<file path="config.mk">
export PLATFORM = sky130hd
export DESIGN_NAME = pktgen_drr_sched
export DESIGN_NICKNAME = d
export VERILOG_FILES = /design/src/rtl/pktgen_sched_pkg.sv /design/src/rtl/drr_deficit_bank.sv /design/src/rtl/pktgen_drr_sched.sv
export SDC_FILE = /design/constraint.sdc
export NUM_CORES = 1
export LEC_CHECK = 0
export BUFFER_PORTS_ARGS = -buffer_cell sky130_fd_sc_hd__buf_2
export CAP_MARGIN = 10
export CORE_AREA = 10 10 270 272
export DETAILED_ROUTE_END_ITERATION = 8
export DIE_AREA = 0 0 280 282
export HOLD_SLACK_MARGIN = 0.08
export PLACE_DENSITY_LB_ADDON = 0.12
export SYNTH_ARGS = -nofsm -noshare
export SYNTH_HDL_FRONTEND = slang
export SYNTH_SLANG_ARGS = --single-unit
</file>
<file path="constraint.sdc">
create_clock -name clk -period 7.95 [get_ports clk]
set_input_delay 0.3975 -clock clk [delete_from_list [all_inputs] [get_ports clk]]
set_output_delay 0.3975 -clock clk [all_outputs]
set_load 0.02 [all_outputs]
</file>
<file path="src/rtl/pktgen_sched_pkg.sv">
`default_nettype none
// +----------------------------------------------------------------------------+
// | pktgen_sched_pkg : shared types and helpers for the DRR tuple scheduler     |
// | Revision 1.0                                                               |
// +----------------------------------------------------------------------------+
package pktgen_sched_pkg;

  typedef enum logic [1:0] {
    ST_SCAN  = 2'd0,
    ST_CHECK = 2'd1,
    ST_OUT   = 2'd2
  } sched_state_t;

  typedef enum logic [1:0] {
    DEF_NOP = 2'd0,
    DEF_ADD = 2'd1,
    DEF_SUB = 2'd2,
    DEF_CLR = 2'd3
  } def_op_t;

  localparam int MIN_PKT_LEN = 60;
  localparam int SAT_W       = 32;

  // Clamp at 2^width-1; width must stay below SAT_W.
  function automatic logic [SAT_W-1:0] sat_add(input logic [SAT_W-1:0] a,
                                               input logic [SAT_W-1:0] b,
                                               input int unsigned      width);
    logic [SAT_W:0]   sum;
    logic [SAT_W-1:0] maxv;
    maxv = (SAT_W'(1) << width) - SAT_W'(1);
    sum  = {1'b0, a} + {1'b0, b};
    return (sum > {1'b0, maxv}) ? maxv : sum[SAT_W-1:0];
  endfunction

  function automatic logic [SAT_W-1:0] sat_sub(input logic [SAT_W-1:0] a,
                                               input logic [SAT_W-1:0] b);
    return (a > b) ? (a - b) : '0;
  endfunction

endpackage
`default_nettype wire

</file>
<file path="src/rtl/drr_deficit_bank.sv">
`default_nettype none
// +----------------------------------------------------------------------------+
// | drr_deficit_bank : per-queue saturating deficit counters, one op per cycle  |
// | Revision 1.0                                                               |
// +----------------------------------------------------------------------------+
module drr_deficit_bank
  import pktgen_sched_pkg::*;
#(
  parameter int NUM_QUEUES    = 4,
  parameter int DEFICIT_WIDTH = 18,
  parameter int QID_WIDTH     = $clog2(NUM_QUEUES)
) (
  input  logic                     clk,
  input  logic                     resetn,
  input  logic [QID_WIDTH-1:0]     i_idx,
  input  def_op_t                  i_op,
  input  logic [DEFICIT_WIDTH-1:0] i_operand,
  output logic [DEFICIT_WIDTH-1:0] o_deficit
);

  logic [DEFICIT_WIDTH-1:0] r_deficit [NUM_QUEUES];

  always_ff @(posedge clk) begin
    if (!resetn) begin
      for (int k = 0; k < NUM_QUEUES; k++) begin
        r_deficit[k] <= '0;
      end
    end else begin
      case (i_op)
        DEF_ADD: r_deficit[i_idx] <= DEFICIT_WIDTH'(sat_add(SAT_W'(r_deficit[i_idx]),
                                                            SAT_W'(i_operand),
                                                            DEFICIT_WIDTH));
        DEF_SUB: r_deficit[i_idx] <= DEFICIT_WIDTH'(sat_sub(SAT_W'(r_deficit[i_idx]),
                                                            SAT_W'(i_operand)));
        DEF_CLR: r_deficit[i_idx] <= '0;
        default: ;
      endcase
    end
  end

  assign o_deficit = r_deficit[i_idx];

endmodule
`default_nettype wire

</file>
<file path="src/rtl/pktgen_drr_sched.sv">
`default_nettype none
// +----------------------------------------------------------------------------+
// | pktgen_drr_sched : deficit-round-robin arbiter feeding one tuple stream     |
// | Revision 1.0                                                               |
// +----------------------------------------------------------------------------+
module pktgen_drr_sched
  import pktgen_sched_pkg::*;
#(
  parameter int NUM_QUEUES      = 4,
  parameter int PKT_TUPLE_WIDTH = 104,
  parameter int PKT_LEN_WIDTH   = 16,
  parameter int QUANTUM_WIDTH   = 16,
  parameter int DEFICIT_WIDTH   = 18,
  parameter int QID_WIDTH       = $clog2(NUM_QUEUES)
) (
  input  logic                                  clk,
  input  logic                                  resetn,
  input  logic [NUM_QUEUES-1:0]                 q_vld,
  input  logic [NUM_QUEUES*PKT_TUPLE_WIDTH-1:0] q_tuple,
  input  logic [NUM_QUEUES*PKT_LEN_WIDTH-1:0]   q_len,
  output logic [NUM_QUEUES-1:0]                 q_ready,
  input  logic [NUM_QUEUES-1:0]                 q_enable,
  input  logic [NUM_QUEUES*QUANTUM_WIDTH-1:0]   quantum,
  output logic [PKT_TUPLE_WIDTH-1:0]            tuple_out,
  output logic [PKT_LEN_WIDTH-1:0]              pkt_len_out,
  output logic [QID_WIDTH-1:0]                  qid_out,
  output logic                                  tuple_out_vld,
  input  logic                                  tuple_out_ready,
  output logic [31:0]                           grant_cnt
);

  logic [PKT_TUPLE_WIDTH-1:0] w_tuple_arr   [NUM_QUEUES];
  logic [PKT_LEN_WIDTH-1:0]   w_len_arr     [NUM_QUEUES];
  logic [QUANTUM_WIDTH-1:0]   w_quantum_arr [NUM_QUEUES];

  for (genvar g = 0; g < NUM_QUEUES; g++) begin : g_unpack
    assign w_tuple_arr[g]   = q_tuple[g*PKT_TUPLE_WIDTH +: PKT_TUPLE_WIDTH];
    assign w_len_arr[g]     = q_len[g*PKT_LEN_WIDTH +: PKT_LEN_WIDTH];
    assign w_quantum_arr[g] = quantum[g*QUANTUM_WIDTH +: QUANTUM_WIDTH];
  end

  sched_state_t               r_state, w_state_nxt;
  logic [QID_WIDTH-1:0]       r_cur, w_cur_nxt, w_cur_inc;
  logic [PKT_TUPLE_WIDTH-1:0] r_tuple;
  logic [PKT_LEN_WIDTH-1:0]   r_len;
  logic [QID_WIDTH-1:0]       r_qid;
  logic                       r_out_vld;
  logic [31:0]                r_grant_cnt;

  logic [PKT_LEN_WIDTH-1:0]   w_len_cur, w_eff_len;
  logic [QUANTUM_WIDTH-1:0]   w_quantum_cur;
  logic [DEFICIT_WIDTH-1:0]   w_def_cur, w_operand;
  logic                       w_elig, w_vld, w_fits, w_grant;
  def_op_t                    w_op;

  assign w_len_cur     = w_len_arr[r_cur];
  assign w_quantum_cur = w_quantum_arr[r_cur];
  // Runts are charged as minimum-size frames so tiny heads cannot starve others.
  assign w_eff_len     = (w_len_cur < PKT_LEN_WIDTH'(MIN_PKT_LEN)) ?
                         PKT_LEN_WIDTH'(MIN_PKT_LEN) : w_len_cur;
  assign w_elig        = q_enable[r_cur] && (w_quantum_cur != '0);
  assign w_vld         = q_vld[r_cur];
  assign w_fits        = (w_def_cur >= DEFICIT_WIDTH'(w_eff_len));
  assign w_cur_inc     = (r_cur == QID_WIDTH'(NUM_QUEUES-1)) ? '0 : r_cur + QID_WIDTH'(1);

  drr_deficit_bank #(
    .NUM_QUEUES    (NUM_QUEUES),
    .DEFICIT_WIDTH (DEFICIT_WIDTH),
    .QID_WIDTH     (QID_WIDTH)
  ) u_bank (
    .clk       (clk),
    .resetn    (resetn),
    .i_idx     (r_cur),
    .i_op      (w_op),
    .i_operand (w_operand),
    .o_deficit (w_def_cur)
  );

  always_comb begin
    w_state_nxt = r_state;
    w_cur_nxt   = r_cur;
    w_op        = DEF_NOP;
    w_operand   = '0;
    w_grant     = 1'b0;
    q_ready     = '0;
    unique case (r_state)
      ST_SCAN: begin
        if (w_elig && w_vld) begin
          w_op        = DEF_ADD;
          w_operand   = DEFICIT_WIDTH'(w_quantum_cur);
          w_state_nxt = ST_CHECK;
        end else begin
          w_op      = DEF_CLR;
          w_cur_nxt = w_cur_inc;
        end
      end
      ST_CHECK: begin
        if (w_elig && w_vld && w_fits) begin
          w_grant        = 1'b1;
          q_ready[r_cur] = 1'b1;
          w_op           = DEF_SUB;
          w_operand      = DEFICIT_WIDTH'(w_eff_len);
          w_state_nxt    = ST_OUT;
        end else begin
          // A short deficit carries into the next round; an idle queue forfeits it.
          if (!(w_elig && w_vld)) w_op = DEF_CLR;
          w_cur_nxt   = w_cur_inc;
          w_state_nxt = ST_SCAN;
        end
      end
      ST_OUT: begin
        if (tuple_out_ready) w_state_nxt = ST_CHECK;
      end
      default: w_state_nxt = ST_SCAN;
    endcase
  end

  always_ff @(posedge clk) begin
    if (!resetn) begin
      r_state     <= ST_SCAN;
      r_cur       <= '0;
      r_tuple     <= '0;
      r_len       <= '0;
      r_qid       <= '0;
      r_out_vld   <= 1'b0;
      r_grant_cnt <= '0;
    end else begin
      r_state <= w_state_nxt;
      r_cur   <= w_cur_nxt;
      if (w_grant) begin
        r_tuple     <= w_tuple_arr[r_cur];
        r_len       <= w_len_cur;
        r_qid       <= r_cur;
        r_out_vld   <= 1'b1;
        r_grant_cnt <= r_grant_cnt + 32'd1;
      end else if (r_out_vld && tuple_out_ready) begin
        r_out_vld <= 1'b0;
      end
    end
  end

  assign tuple_out     = r_tuple;
  assign pkt_len_out   = r_len;
  assign qid_out       = r_qid;
  assign tuple_out_vld = r_out_vld;
  assign grant_cnt     = r_grant_cnt;

endmodule
`default_nettype wire

</file>
# Word-level counts from Yosys, hierarchy flattened
# Memory sizes are Yosys's and may differ from the RTL's. A register that Yosys moved wholly into a read port is not among the register bits.
# Index checks and enable logic that the tools add are counted.
# op_classes
n_addsub	4
mul	0
div_mod_pow	0
magnitude_cmp	7
eq_ne	10
shift	0
muxes	56
bitwise_logic	3
reduce_logical	12
# op_table
cell	n
binary-select mux 104 bit (select 2 bit)	1
2-to-1 mux 104 bit	2
2-to-1 mux 16 bit	7
2-to-1 mux 18 bit	5
binary-select mux 16 bit (select 2 bit)	2
adder 32 x 1 -> 32 bit, second input constant	1
case mux 16 bit (2 select lines)	1
2-to-1 mux 2 bit	12
adder 18 x 16 -> 19 bit	1
> comparator 19 x 18 -> 1 bit, second input constant	1
>= comparator 18 x 16 -> 1 bit	1
> comparator 18 x 16 -> 1 bit	1
2-to-1 mux 1 bit	18
OR reduction 18 bit	1
subtractor 18 x 16 -> 18 bit	1
less-than comparator 16 x 6 -> 1 bit, second input constant	1
nonzero test 16 bit	1
equality test 2 bit, second input constant	4
2-to-1 mux 4 bit	2
inequality test 2 bit, second input constant	4
case mux 2 bit (2 select lines)	2
case mux 2 bit (3 select lines)	1
logical AND 1 bit	5
binary-select mux 1 bit (select 2 bit)	2
other kinds (12)	15
# word_totals
reg_bits	159
latchBits	0
ramBits	72
romBits	0
output_inout_bits	159
elab_cells	100
memories	1
# memory_table
name	depth	word_bits	read_ports	rd_clocked_by_memory_dff	write_ports	line	rtl
u_bank.r_deficit	4	18	1	1	4	drr_deficit_bank.sv:21	logic [DEFICIT_WIDTH-1:0] r_deficit [NUM_QUEUES];

# Longest topological paths before layout
# Gate-level depths: netlist (run 1).
# logic_depth
word_depth	18
depth_mapped	31
ltp_nobuf	24

# Hierarchy
# From an unflattened synthesis (run 1), not the netlist that was laid out.
# unflattened
hier_cells	1540
hier_area_um2	15125.8
# modules_own_cells
module	instances	cells_per_inst	area_per_inst_um2
pktgen_drr_sched	1	1035	9983.3
drr_deficit_bank	1	505	5142.4

# Worst setup path before layout (run 1)
# Ideal clock, no wire load.
# synth_timing
path_type	register -> register
start	reg r_cur[1]
end	mem u_bank.r_deficit[1][11] (data pin)
setup_time_ps	260
arrival_ps	6306
setup_slack_ps	1384
path_stages_with_launch	30
n_path_buf	5
path_cell_list	dfxtp_1 > buf_2 > buf_4 > buf_2 > buf_2 > mux4_2 > inv_1 > nand4_1 > nor4_2 > nor2b_1 > ha_1 > nand2b_1 > a21oi_1 > o21ai_0 > nand3_1 > a211oi_2 > clkbuf_1 > a22o_1 > ha_1 > inv_1 > fa_1 > a21o_1 > a221oi_1 > o21ai_0 > nand3_1 > a41oi_2 > and2_1 > a221o_1 > a21oi_2 > nor2_1
# synth_lines
item	line	rtl
from (decl)	pktgen_drr_sched.sv:43	logic [QID_WIDTH-1:0] r_cur, w_cur_nxt, w_cur_inc;
from (signal assigned)	pktgen_drr_sched.sv:129	r_cur <= w_cur_nxt;
to (decl)	drr_deficit_bank.sv:21	

==> results of run 1 <==
[registers in the layout, summed over array words and instances (netlist names), named ones only]
| register | flops |
|---|---|
| r_cur | 2 |
| pkt_len_out | 16 |
| tuple_out | 104 |
| qid_out | 2 |
| u_bank.r_deficit | 72 |
| grant_cnt | 32 |
| r_state | 2 |
| tuple_out_vld | 1 |
[cells in the final DEF, fill, tap and decap left out, types with 26 or more instances in the layout]
| cell | n |
|---|---|
| buf_2 | 713 |
| inv_1 | 60 |
| nand3_1 | 26 |
| dfxtp_1 | 158 |
| clkbuf_16 | 31 |
| nor2_1 | 126 |
| mux4_2 | 154 |
| a21oi_1 | 172 |
| nand2_1 | 297 |
| ha_1 | 53 |
| edfxtp_1 | 72 |
[cell usage after synthesis (all sizes together), types with 3 or more instances]
cell	number
o21a	10
nand2b	9
nand3	27
a21oi	177
nor4	6
a2111oi	3
xnor2	17
mux4	154
a21o	9
edfxtp	72
a311o	5
o31ai	4
and2	22
and4	6
buf	56
a221oi	4
o21bai	5
a31oi	8
o221ai	5
or3	13
inv	61
dfxtp	161
a221o	4
ha	53
nand2	298
nor2	128
nor3	17
or2	5
or4	3
xor2	12
nor2b	3
nand4	17
and3	6
o21ai	26
clkbuf	51
a211oi	5
[layer usage]
metal	wire (um)	GRT usage, %	vias to the layer above
li1	-	-	6799
met1	37970	27.68	7517
met2	46240	38.74	701
met3	7775	6.188	143
met4	1930	4.588	32
met5	238	0	-
[final cells by class]
cell class	instances	area share (%)
multi-input cells	1093	43.25
flip-flops and latches	233	26.70
repair buffers	731	18.47
well taps	882	5.462
clock buffers	41	4.174
inverters	61	1.158
clock inverters	14	0.6935
diodes	8	0.09908
[stage by stage]
step           cell area (um^2)  worst slack [ns]  instances  hold WS, ns  total power [mW]
2_1_floorplan             14810             1.384       1494       0.4869             3.672
3_3_place_gp              19170            0.4363       2998       0.4417             4.803
3_5_place_dp              19170            0.4188       2998       0.4437             4.779
4_1_cts                   20160            0.3582       3054       0.2523             6.186
5_1_grt                   20190           0.03582       3058       0.2798             6.521
6_report                  20210            0.4858       3063       0.2817             6.132
[repair_timing]
action | CTS | global route
setup endpoints to repair | 0 | 55
hold buffers | 1 | 0
setup buffers | 0 | 1
hold endpoints to repair | 2 | 0
gates resized for setup | 0 | 1
[power by group]
part           switching [mW]  internal, mW  leakage (nW)
Combinational            1.92          1.29          6.04
Clock                   0.587         0.781         0.470
Sequential              0.158          1.39          2.06
[how the worst min path moves through the flow]
stage | endpoint | slack [ns] | cells after the start
global placement | tuple_out[0] | 0.44 | 2
CTS | tuple_out[17] | 0.25 | 4
detailed placement | tuple_out[86] | 0.44 | 2
finish | tuple_out[17] | 0.28 | 4
floorplan | r_state[1] | 0.49 | 1
global route | tuple_out[100] | 0.28 | 4
[logic make-up after synthesis]
logic type	after synthesis	synth area share, %
and+or+nand+nor	565	16.73
AOI/OAI and AO/OA	287	12.02
DFF	233	36.37
buffers and inverters	168	4.791
muxes	157	23.63
adders and majority gates	55	4.749
xor gates and xnor gates	29	1.715
[worst max-delay path: cells and delay by family, from the launching register on]
family	cells	cell delay (ns)
AO/OA/AOI/OAI	10	2.62
adder cells (fa/ha/maj)	3	0.94
buffers and inverters	2	0.28
flip-flops	1	0.76
multiplexers	1	0.46
AND/OR/NAND/NOR	9	2.08
==> results.yml, run 1 <==
run_status:
  outcome: "complete, no violations"
synthesis:
  dominantRegCellSynth: "dfxtp_1"
  yosysTopAreaCell: "mux4_2"
  ys_async_sr_fraction_pct: 0
  syn-num-nets: 2104
  ys_types: 74
  ys_seq_elements: 233
  yosys.area.top_type_share_pct: 23.42
  synthCells: 1494
  synth_seq_area_share_pct: 36.37
  synth_edf_count: 72
  synth.area.top_cells: "mux4_2, dfxtp_1, edfxtp_1"
  syn-cell-area_mm2: 0.01481
  yosysWarnings: 0
  syn_avg_cell_area_um2: 9.912
floorplan:
  start_util_pct: 21.86
  die-area_mm2: 0.07896
  num_io_pins: 714
  fp.coreArea_mm2: 0.06775
  dieWidth_um: 280
  die_h_um: 282
  core.rowCount: 96
sta:
  skew_ns: 0.03083
  setup_viol: 0
  tightest_slew_ns: 1.182
  fin_tns_setup_ns: 0
  slew_headroom_pct: 21.23
  min_period_over_period_pct: 93.89
  finalHoldViolations: 0
  maxSlewViolCount: 0
  min_period_ns: 7.464
  rsz0062_at_grt: "no"
  max_freq_ghz: 0.1340
detailed_routing:
  drc: 0
  wl_per_cell_um: 30.74
  drt_wl_total_um: 94150
  drt_iter0_markers: 1094
  vias: 15192
  ant_nets: 0
  dr.pass1.iters: 5
  vias_per_cell: 4.960
worst_setup_path:
  crit_type: "reg2reg"
  slowest_delay_ns: 0.76
  cp-end-kind: "register"
  crit_slowest_cell: "dfxtp_4"
  worstSetupStartpoint: "r_cur[1]"
  reg2reg_depth: 25
  timing.rr.end: "u_bank.r_deficit[1][4]"
  critical_path.max_fanout: 40
  worstPathArrival_ns: 7.77
  r2r_setup_slack_ns: 0.49
  crit_path_start_kind: "register"
  cp_data_required_time_ns: 8.26
  cp-endpoint: "u_bank.r_deficit[1][4]"
  r2r-start: "r_cur[1]"
grt:
  grt_max_degree: 107
  overflow: 0
  antenna_found_initial: 46
  grtUsageTotal_pct: 22.48
  grt_pass1_wl_um: 125500
  grt_pass1_vias: 15368
cts:
  cts_buffers: 30
  clk_pin_slew_worst_paths_ns: 0.06
  clock_sinks: 233
  cts-root-buf: "clkbuf_16"
  cts_tree: "yes"
  cts.path.max_buffers: 3
  htree_levels: 1
  insertion_delay_ns: 0.60
layout:
  final_util_pct: 29.83
  fill_cells: 7326
  multiInputGateArea_mm2: 0.008740
  nets: 2760
  drive_gt1_share_pct: 44.22
  seq_area_mm2: 0.005394
  area_growth_pct: 36.45
flow_run:
  max_cap_viol_count: 0
placed_design:
  gp_congestion: 0.9735
  detailed_place_hpwl_um: 79600
  io_buffers: 713
power_and_ir_drop:
  p_leak_nw: 8.563
  powerDensity_mw_per_mm2: 303.5
  ir_drop_mv: 0.1644
worst_hold_path:
  min_from: "q_tuple[17]"
  hold_path_class: "in2reg"
Power figures use the tool's default switching activity.
==> run 2: changes to the inputs <==
--- a/config.mk
+++ b/config.mk
@@ -8,6 +8,7 @@
 export BUFFER_PORTS_ARGS = -buffer_cell sky130_fd_sc_hd__buf_2
 export CAP_MARGIN = 10
 export CORE_AREA = 10 10 270 272
+export CTS_BUF_LIST = sky130_fd_sc_hd__clkbuf_8
 export DETAILED_ROUTE_END_ITERATION = 8
 export DIE_AREA = 0 0 280 282
 export HOLD_SLACK_MARGIN = 0.08
==> run 2 against run 1 <==
Against the previous run: utilization barely moved; flip-flop and latch count did not move; design area rose by 0.16%; count of clock-buffer cells in the layout grew 20; hold slack worse by 0.030 ns; non-clock buffer count unchanged; critical path depth did not move; first-iteration DRC count increased by 6.5%; routed wire length grew 0.34%; sequential power about the same; largest cell class unchanged; clock power shrank 3%.
==> results.yml, run 2 (same netlist as run 1, synthesis figures left out) <==
layout:
  area_growth_pct: 36.67
  drive_gt1_share_pct: 44.88
  largest_reg_flops: 104
  final_util_pct: 29.87
  nets: 2777
  fill_cells: 7362
  design_area_mm2: 0.02024
  seq_area_mm2: 0.005394
  mostFrequentLayoutCell: "buf_2"
  multiInputGateArea_mm2: 0.008740
  final_cell_mix: "buf_2, nand2_1, a21oi_1, dfxtp_1, mux4_2"
detailed_routing:
  wl_per_cell_um: 30.45
  drt_wl_total_um: 94470
  dr.pass1.iters: 5
  ant_nets: 0
  drc: 0
  vias: 15435
  drt_iter0_markers: 1165
  vias_per_cell: 4.976
floorplan:
  die-area_mm2: 0.07896
  fp.coreArea_mm2: 0.06775
  num_io_pins: 714
  core.rowCount: 96
  start_util_pct: 21.86
  dieWidth_um: 280
  die_h_um: 282
worst_hold_path:
  holdPathEnd: "tuple_out_vld"
  hold_path_class: "in2reg"
  min_from: "resetn"
  whs_path_depth: 3
sta:
  fin_hold_ws_ns: 0.2518
  min_period_ns: 7.458
  tightest_slew_ns: 1.155
  maxSlewViolCount: 0
  rsz0062_at_grt: "no"
  finalHoldViolations: 0
  fin_tns_setup_ns: 0
  slew_headroom_pct: 22.99
  setup_viol: 0
  min_period_over_period_pct: 93.81
  max_freq_ghz: 0.1341
  skew_ns: 0.05258
cts:
  clock_sinks: 233
  insertion_delay_ns: 0.63
  cts.path.max_buffers: 3
  clk_pin_slew_worst_paths_ns: 0.06
  cts_buffers: 47
  cts_tree: "yes"
  htree_levels: 2
  cts-root-buf: "clkbuf_8"
grt:
  grtUsageTotal_pct: 22.60
  antenna_found_initial: 45
  overflow: 0
  grt_pass1_vias: 15541
  grt_pass1_wl_um: 125800
  grt_max_degree: 107
placed_design:
  placed_area_mm2: 0.01917
  gp_congestion: 0.9735
  detailed_place_hpwl_um: 79600
  io_buffers: 713
run_status:
  outcome: "complete, no violations"
worst_setup_path:
  worstPathArrival_ns: 7.78
  reg2reg_depth: 25
  crit_path_start_kind: "register"
  r2r-start: "r_cur[1]"
  crit_type: "reg2reg"
  critical_path.max_fanout: 40
  cp_data_required_time_ns: 8.27
  timing.rr.end: "u_bank.r_deficit[1][4]"
  r2r_setup_slack_ns: 0.49
  cp-end-kind: "register"
power_and_ir_drop:
  power_mw: 6.104
  p_leak_nw: 8.670
  ir_drop_mv: 0.1342
  powerDensity_mw_per_mm2: 301.6
flow_run:
  max_cap_viol_count: 0
-- run 2: cell count changes in the layout (fill, tap and decap cells not counted) --
cell / previous run / this run
clkbuf_16: 31 / 0
clkbuf_8: 3 / 61
clkinv_1: 2 / 0
diode_2: 8 / 14
clkinv_16: 1 / 0
clkbuf_1: 7 / 0
clkinv_4: 2 / 1
inv_8: 0 / 1
clkinv_2: 3 / 9
clkinvlp_4: 3 / 0
inv_1: 60 / 73
-- run 2: power by group --
part / switching (mW) / internal [mW] / total (mW) / leakage, nW
clock network: 0.600 / 0.727 / 1.33 / 0.576
logic: 1.93 / 1.30 / 3.22 / 6.04
registers: 0.161 / 1.39 / 1.55 / 2.06
-- run 2: metrics by stage --
stage	std cells	setup slack [ns]
finish	3102	0.4922
global route	3091	0.01444
floorplan	1494	1.384
global placement	2998	0.4363
CTS	3087	0.3372
detailed placement	2998	0.4188
-- run 2: layer usage --
metal	vias to the layer above	routed length [um]	track usage [%]
li1	6844	-	-
met1	7671	37750	27.72
met2	755	46620	38.88
met3	137	7957	6.222
met4	28	1932	5.045
met5	-	207	0
-- run 2: worst max-delay path, stage by stage (launching register included) --
cell,delay [ns]
dfxtp_4,0.76
mux4_2,0.45
nor4_1,0.42
nand2_1,0.11
nor4_2,0.42
nor2b_1,0.15
ha_1,0.30
nand2b_1,0.09
a21oi_1,0.06
o21ai_0,0.18
nand3_1,0.35
a211oi_4,0.32
a22o_1,0.25
ha_1,0.21
inv_1,0.06
fa_1,0.43
a21o_1,0.22
a221oi_1,0.51
o21ai_0,0.33
nand3_1,0.23
a41oi_2,0.13
buf_4,0.23
and2_1,0.20
a221o_1,0.35
a21oi_2,0.26
nor2_1,0.09
-- run 2: cell type report --
type | instances | share of cell area, %
Antenna cell | 14 | 0.1731
Tap cell | 882 | 5.453
Clock inverter | 27 | 0.7975
Sequential cell | 233 | 26.65
Clock buffer | 61 | 4.148
Multi-Input combinational cell | 1093 | 43.18
Timing Repair Buffer | 731 | 18.44
Inverter | 61 | 1.156
-- run 2: worst max-delay path by stage --
stage / to / slack (ns) / startpoint
2_1_floorplan: u_bank.r_deficit[1][11] / 1.38 / r_cur[1]
3_3_place_gp: u_bank.r_deficit[1][4] / 0.44 / r_cur[0]
3_5_place_dp: u_bank.r_deficit[1][0] / 0.42 / r_cur[0]
4_1_cts: u_bank.r_deficit[1][0] / 0.34 / r_cur[0]
5_1_grt: u_bank.r_deficit[1][4] / 0.01 / r_cur[0]
6_report: u_bank.r_deficit[1][4] / 0.49 / r_cur[1]
-- run 2: timing repair --
action,CTS,global route
hold buffers,1,0
hold endpoints to repair,3,0
gates resized for setup,0,1
setup buffers,0,1
endpoints found under the setup margin,0,56
